$ cat config.mk
export PLATFORM = sky130hd
export DESIGN_NAME = booth_seq_multiplier
export DESIGN_NICKNAME = d
export VERILOG_FILES = /design/src/rtl/booth_seq_multiplier.sv
export SDC_FILE = /design/constraint.sdc
export NUM_CORES = 1
export LEC_CHECK = 0
export ABC_AREA = 1
export BUFFER_PORTS_ARGS = -buffer_cell sky130_fd_sc_hd__buf_2
export CAP_MARGIN = 20
export CORE_ASPECT_RATIO = 0.6
export CORE_UTILIZATION = 58
export CTS_BUF_LIST = sky130_fd_sc_hd__clkbuf_16
export DETAILED_ROUTE_END_ITERATION = 16
export PLACE_DENSITY = 0.81
export REMOVE_ABC_BUFFERS = 1
export SETUP_SLACK_MARGIN = 0.1
export SLEW_MARGIN = 20
export SYNTH_ARGS = -nofsm -noshare
export SYNTH_HDL_FRONTEND = slang
export SYNTH_SLANG_ARGS = --single-unit
$ cat constraint.sdc
create_clock -name clk -period 3.1 [get_ports clk]
set_input_delay 0.155 -clock clk [delete_from_list [all_inputs] [get_ports clk]]
set_output_delay 0.155 -clock clk [all_outputs]
set_load 0.05 [all_outputs]
$ cat src/rtl/booth_seq_multiplier.sv
// Sequential radix-2 Booth multiplier: one add/sub-and-shift step per clock, WIDTH steps per product.
// Optional `define BOOTH_ABORT_EN adds an `abort` input that cancels an in-flight operation.
module booth_seq_multiplier #(
    parameter int WIDTH = 32
) (
    input  logic                 clk,
    input  logic                 rst_n,
    input  logic                 start,
`ifdef BOOTH_ABORT_EN
    input  logic                 abort,
`endif
    input  logic [WIDTH-1:0]     multiplicand,
    input  logic [WIDTH-1:0]     multiplier,
    output logic                 q1,
    output logic                 q0,
    input  logic [1:0]           q1q0,
    output logic                 busy,
    output logic                 done,
    output logic [2*WIDTH-1:0]   product,
    output logic [1:0]           dbg_state
);

    // Handshake: start is a request sampled only in IDLE (never queued); done pulses
    // for one cycle when product is valid, and product holds until the next completion.

    localparam int CW = $clog2(WIDTH + 1);

    typedef enum logic [1:0] {
        S_IDLE = 2'd0,
        S_CALC = 2'd1,
        S_DONE = 2'd2
    } state_t;

    state_t               state_q, state_d;
    logic [WIDTH:0]       a_q, a_d;
    logic [WIDTH-1:0]     q_q, q_d;
    logic                 qm1_q, qm1_d;
    logic [WIDTH:0]       m_q, m_d;
    logic [CW-1:0]        count_q, count_d;
    logic [2*WIDTH-1:0]   product_q, product_d;
    logic                 busy_q, busy_d;
    logic                 done_q, done_d;
    logic [WIDTH:0]       sum_t;
    logic                 abort_req;

`ifdef BOOTH_ABORT_EN
    assign abort_req = abort;
`else
    assign abort_req = 1'b0;
`endif

    always_ff @(posedge clk or negedge rst_n) begin
        if (!rst_n) begin
            state_q   <= S_IDLE;
            a_q       <= '0;
            q_q       <= '0;
            qm1_q     <= 1'b0;
            m_q       <= '0;
            count_q   <= '0;
            product_q <= '0;
            busy_q    <= 1'b0;
            done_q    <= 1'b0;
        end else begin
            state_q   <= state_d;
            a_q       <= a_d;
            q_q       <= q_d;
            qm1_q     <= qm1_d;
            m_q       <= m_d;
            count_q   <= count_d;
            product_q <= product_d;
            busy_q    <= busy_d;
            done_q    <= done_d;
        end
    end

    always_comb begin
        state_d   = state_q;
        a_d       = a_q;
        q_d       = q_q;
        qm1_d     = qm1_q;
        m_d       = m_q;
        count_d   = count_q;
        product_d = product_q;
        sum_t     = a_q;

        case (state_q)
            S_IDLE: begin
                if (start) begin
                    a_d     = '0;
                    q_d     = multiplier;
                    qm1_d   = 1'b0;
                    m_d     = {multiplicand[WIDTH-1], multiplicand};
                    count_d = CW'(WIDTH);
                    state_d = S_CALC;
                end
            end
            S_CALC: begin
                // Unexpected decoder codes fall through to shift-only.
                case (q1q0)
                    2'b01:   sum_t = a_q + m_q;
                    2'b10:   sum_t = a_q - m_q;
                    default: sum_t = a_q;
                endcase
                a_d     = {sum_t[WIDTH], sum_t[WIDTH:1]};
                q_d     = {sum_t[0], q_q[WIDTH-1:1]};
                qm1_d   = q_q[0];
                count_d = count_q - CW'(1);
                if (abort_req) begin
                    state_d = S_IDLE;
                end else if (count_q == CW'(1)) begin
                    product_d = {a_d[WIDTH-1:0], q_d};
                    state_d   = S_DONE;
                end
            end
            S_DONE: begin
                state_d = S_IDLE;
            end
            default: begin
                state_d = S_IDLE;
            end
        endcase

        busy_d = (state_d == S_CALC);
        done_d = (state_d == S_DONE);
    end

    assign q1        = q_q[0];
    assign q0        = qm1_q;
    assign busy      = busy_q;
    assign done      = done_q;
    assign product   = product_q;
    assign dbg_state = state_q;

endmodule

### Word level (Yosys, flattened, before mapping)

Cells that the tools add are included.

| operators by class | value |
|---|---|
| add/sub/neg operators | 3 |
| equality and inequality tests | 7 |
| mux-type cells | 12 |
| reductions and logical operators | 5 |

Operator list:

| cell | count |
|---|---|
| 33-bit case mux with 2 select lines | 2 |
| 32-bit case mux with 2 select lines | 1 |
| 33-bit adder | 1 |
| 33-bit 2-to-1 mux | 1 |
| 33-bit subtractor | 1 |
| 32-bit 2-to-1 mux | 1 |
| 6-bit case mux with 2 select lines | 1 |
| 2-bit by 1-bit equality test with 1-bit output, second input constant | 3 |
| 6-bit by 1-bit equality test with 1-bit output, second input constant | 1 |
| 6-bit 2-to-1 mux | 1 |
| 2-bit AND reduction | 3 |
| 6-bit by 1-bit subtractor with 6-bit output, second input constant | 1 |
| 2-bit equality test, second input constant | 2 |
| 2-bit 2-to-1 mux | 2 |
| 2-bit case mux with 2 select lines | 1 |
| 2-bit logical NOT | 1 |
| 2-bit != test, second input constant | 1 |
| 1-bit case mux with 2 select lines | 1 |
| 2-bit nonzero test | 1 |
| 1-bit 2-to-1 mux | 1 |

| storage, ports and cells | value |
|---|---|
| bits in registers | 172 |
| input bits | 69 |
| output and inout bits | 70 |
| logic and storage cells | 36 |

### Logic depth before layout (Yosys ltp)

| depth | value |
|---|---|
| depth after elaboration | 4 |
| depth in mapped cells | 26 |
| gate-level depth less buffers | 26 |

### Worst setup path after synthesis

Ideal clock, no wire load.

| timing path | value |
|---|---|
| path type | flip-flop to flip-flop |
| from | reg m_q[0] |
| to | reg a_q[27] |
| library setup time | 0.126 ns |
| arrival | 2.622 ns |
| required time | 2.974 ns |
| path slack | 0.352 ns |
| stages on the path, launching flop included | 22 |
| path buffers | 0 |
| period minus slack after synthesis | 2.748 ns |
| cell sequence | dfrtp_1 -> inv_1 -> ha_1 -> nand2_2 -> nor2_4 -> nand2_4 -> o31ai_4 -> o21ai_0 -> xor2_1 -> inv_1 -> ha_1 -> nand2_1 -> inv_1 -> nand2_1 -> nand2_1 -> o21bai_1 -> nor2_1 -> nand2_1 -> nand2_1 -> nand3_1 -> nand3_1 -> o21ai_0 |

| on the way | value |
|---|---|
| cells in the longest elaborated chain, start to end | 3 |
| elaborated cells between the ends (all ways) | 4 |
| those cells by class | add/sub (2); mux (2) |

RTL lines:

| element | RTL line | RTL |
|---|---|---|
| from (decl) | 38 | `logic [WIDTH:0] m_q, m_d;` |
| from (signal assigned) | 68 | `m_q <= m_d;` |
| 33-bit subtractor or 33-bit adder (tied branches) | 101, 100 |  |
| 33-bit case mux with 2 select lines * | 99 | `case (q1q0)` |
| 33-bit case mux with 2 select lines * | 86 | `case (state_q)` |
| to (signal assigned) | 55 | `a_q <= '0;` |
| to (signal assigned) | 65 | `a_q <= a_d;` |
| to (decl) | 35 | `logic [WIDTH:0] a_q, a_d;` |

Mark *: on every way between the ends. The rest lies on a longest branch, timed or not.
A chain may end at the register's enable or synchronous reset.

### Final worst setup path

| timing path | value |
|---|---|
| from | reg m_q[0] |
| to | reg product_q[51], in the netlist product[51] |

| on the way | value |
|---|---|
| cells in the longest elaborated chain, start to end | 2 |
| elaborated cells between the ends (all ways) | 3 |
| those cells by class | add/sub (2); mux (1) |

RTL lines:

| element | RTL line | RTL |
|---|---|---|
| 33-bit subtractor or 33-bit adder (tied branches) | 101, 100 |  |
| 33-bit case mux with 2 select lines * | 99 |  |
| to (signal assigned) | 70 | `product_q <= product_d;` |
| to (decl) | 40 | `logic [2*WIDTH-1:0] product_q, product_d;` |

Marked as above.

==> impl_metrics.py <==
metrics = {
    "timing": {
        "finalSetupViolCount": 37,
        "timing.slew.headroom": 0.483,
        "grt_setup_unrepaired": "true",
        "min_period_over_period": 1.11,
        "final.min_clock_period_ns": 3.45,
        "final.setup.tns_ns": -5.94,
        "worst_pin_slew_ns": 0.775,
        "max_freq_mhz": 290,
        "worst_clock_skew_ns": 0.0125,
        "final_max_slew_viol_count": 0,
        "worst_hold_slack_ns": -0.0100,
        "post-route-worst-setup-slack_ns": -0.350,
        "timing.final.hold_violations": 1,
    },
    "synthesis": {
        "post_synth.cell_area_avg_um2": 7.38,
        "yosys.cell_types.count": 47,
        "synth_seq_area_share": 0.431,
        "fraction_of_synthesis_flops_using_an_asynchronous_set_or_reset_pin": 1.00,
        "synth-warning-count": 0,
        "synth_seq_cells": 171,
        "number_of_enable_type_register_cells_in_the_synthesized_netlist": 0,
        "synthMostInstantiatedCell": "sky130_fd_sc_hd__nand2_1",
        "post_synth_main_area_contributors": "sky130_fd_sc_hd__dfrtp_1 43%, sky130_fd_sc_hd__nand2_1 19%, sky130_fd_sc_hd__inv_1 5.0%, sky130_fd_sc_hd__ha_1 4.5%, sky130_fd_sc_hd__o21ai_0 4.5%",
        "synthDominantCellAreaShare": 0.431,
        "post_synth_inst_count": 1346,
        "synth_flop_cell": "sky130_fd_sc_hd__dfrtp_1",
        "synthDominantAreaCellType": "sky130_fd_sc_hd__dfrtp_1",
        "synth_commonest_cells": "490 x sky130_fd_sc_hd__nand2_1, 171 x sky130_fd_sc_hd__dfrtp_1, 133 x sky130_fd_sc_hd__inv_1",
        "post_synth_instance_area_um2": 9930,
    },
    "clock_tree": {
        "clock_latency_ns": 0.44,
        "clkSlewWorstSetupHoldPaths_ns": 0.07,
        "cts_tree": "built",
        "root_buffer": "sky130_fd_sc_hd__clkbuf_16",
        "clk_path_buf_depth": 2,
        "htree_levels": 4,
        "clkSinkCount": 171,
        "tritoncts.num_buffers": 17,
    },
    "grt": {
        "largest_net_degree_at_the_start_of_global_routing": 80,
        "grt_antenna_before_repair": 0,
        "first_global_vias": 9693,
        "grt.total_usage": 0.373,
        "first_pass_grt_wire_length_mm": 50.1,
        "grt-ovfl-total": 0,
    },
    "cells_and_area": {
        "nNetsFinal": 1725,
        "synthToLayoutAreaGrowth_pct": 38.5,
        "final_layout_size_suffix_gt1_frac": 0.301,
        "area_of_the_multi_input_gates_um2": 5970,
        "seqCellArea_um2": 4280,
        "n_antenna_cell": 0,
        "fill_cells": 994,
        "final_core_utilization": 0.835,
    },
    "route": {
        "routed_wl_mm": 34.6,
        "drt_pass_1_iters": 9,
        "drc": 0,
        "drt-wirelength-per-cell_um": 18.6,
        "routed_via_count_divided_by_cell_count": 5.74,
        "antenna_violating_nets_post_route": 0,
        "route.vias.total": 10700,
        "initialDrtViolationCount": 1269,
    },
    "critical_path": {
        "worstSetupStartpointType": "flop",
        "critical_path_peak_fanout": 4,
        "required_ns": 3.43,
        "worst-setup-path-type": "reg2reg",
        "worstSetupEndpointType": "flop",
        "critPathArrivalTime_ns": 3.78,
    },
    "floorplanning": {
        "num_rows": 36,
        "die_h_um": 103,
        "dieArea_um2": 17700,
        "die_x_um": 171,
        "start_util": 0.603,
        "core-area_um2": 16500,
        "top_level_ports": 139,
    },
    "placed_design": {
        "port_buffers": 138,
        "routabilityCongestion": 0.970,
        "dp_slack_ns": -0.355,
        "dp.final_hpwl_mm": 21.1,
    },
    "run_status": {
        "violated_checks": "hold timing, setup timing",
        "status": "complete, but fails checks",
    },
    "flow_run": {
        "max_cap_viol_count": 0,
    },
    "min_path": {
        "holdCritPathClass": "in2reg",
    },
}
[cell families (layout without fill, tap and decap cells)]
| kind of cell | after synthesis | in the layout | share of synthesized area |
|---|---|---|---|
| xor gates and xnor gates | 35 | 35 | 0.0309 |
| and+or+nand+nor | 708 | 708 | 0.294 |
| DFF | 171 | 171 | 0.431 |
| muxes | 3 | 3 | 0.00302 |
| adders and majority gates | 37 | 37 | 0.0474 |
| AOI/OAI and AO/OA | 208 | 208 | 0.122 |
| buffers and inverters | 184 | 470 | 0.0717 |
[worst max-delay path, stage by stage, from the launching register on]
cell and delay [ns]:
sky130_fd_sc_hd__dfrtp_1 0.41, sky130_fd_sc_hd__inv_2 0.14, sky130_fd_sc_hd__ha_4 0.17, sky130_fd_sc_hd__nand2_4 0.06, sky130_fd_sc_hd__nor2_4 0.22, sky130_fd_sc_hd__nand2_4 0.09
sky130_fd_sc_hd__buf_6 0.13, sky130_fd_sc_hd__o31ai_4 0.29, sky130_fd_sc_hd__xor2_1 0.27, sky130_fd_sc_hd__ha_2 0.37, sky130_fd_sc_hd__nand2_4 0.12, sky130_fd_sc_hd__inv_2 0.04
sky130_fd_sc_hd__nand2_2 0.05, sky130_fd_sc_hd__nand2_2 0.08, sky130_fd_sc_hd__a21oi_2 0.14, sky130_fd_sc_hd__buf_4 0.12, sky130_fd_sc_hd__buf_4 0.12, sky130_fd_sc_hd__nand3b_1 0.10
sky130_fd_sc_hd__nand3_1 0.13, sky130_fd_sc_hd__nand2_1 0.10, sky130_fd_sc_hd__nand2_1 0.11, sky130_fd_sc_hd__nand2_1 0.08
[routing by layer]
metal	GRT usage	part of all wire	up-vias	routed length, um
met4	0.0907	0.022	0	762
met2	0.545	0.42	690	14500
met3	0.0826	0.11	86	3920
met5	0	0	-	0
li1	-	-	4879	-
met1	0.562	0.44	5028	15400
[per-stage QoR]
| step | instance area (um^2) | instances |
|---|---|---|
| global placement | 11300 | 1742 |
| CTS | 13000 | 1848 |
| detailed placement | 11300 | 1742 |
| global route | 13800 | 1860 |
| floorplan | 9740 | 1301 |
| finish | 13800 | 1860 |
[flip-flops by register name, summed over array words and instances (netlist names)]
name / count
done: 1
product: 64
m_q: 32
q0: 1
count_q: 6
a_q: 32
busy: 1
dbg_state: 2
q_q: 32
[worst paths after layout]
kind,slack [ns],end,start,cells past startpoint
worst max register to register,-0.35,product[51]$_DFFE_PN0P_,m_q[0]$_DFFE_PN0P_,21
min in group asynchronous,0.30,product[11]$_DFFE_PN0P_,rst_n,2
worst max-delay path,-0.35,product[51]$_DFFE_PN0P_,m_q[0]$_DFFE_PN0P_,21
max in group asynchronous,1.93,a_q[28]$_DFFE_PN0P_,rst_n,3
worst min register to register,0.47,product[59]$_DFFE_PN0P_,product[59]$_DFFE_PN0P_,2
worst min-delay path,-0.01,q_q[16]$_DFFE_PN0P_,multiplier[16],3
[cell usage in the layout, fill, tap and decap left out, drive strengths merged, types with 14 or more instances in the layout]
cell	instances
o211ai	26
xor2	21
nor2	93
xnor2	14
ha	36
dfrtp	171
o21ai	109
nand2	495
dlygate4sd3	64
clkbuf	17
inv	146
buf	235
a21oi	44
nand3	84
[final cells by class]
class / instances / share of cell area
Tap cell: 228 / 0.0207
Inverter: 139 / 0.0379
Clock inverter: 15 / 0.0128
Multi-Input combinational cell: 991 / 0.434
Timing Repair Buffer: 299 / 0.153
Sequential cell: 171 / 0.311
Clock buffer: 17 / 0.0309
[timing repair]
action / 4_1_cts / 5_1_grt
resized for setup: 86 / 170
setup endpoints to repair: 40 / 51
pin swaps: 24 / 50
endpoints found under the hold margin: 139 / 0
hold buffers: 64 / 0
setup buffers: 10 / 14
Power is not shown: default switching activity piles up to over one toggle a cycle in this logic, so the estimate is an artifact.
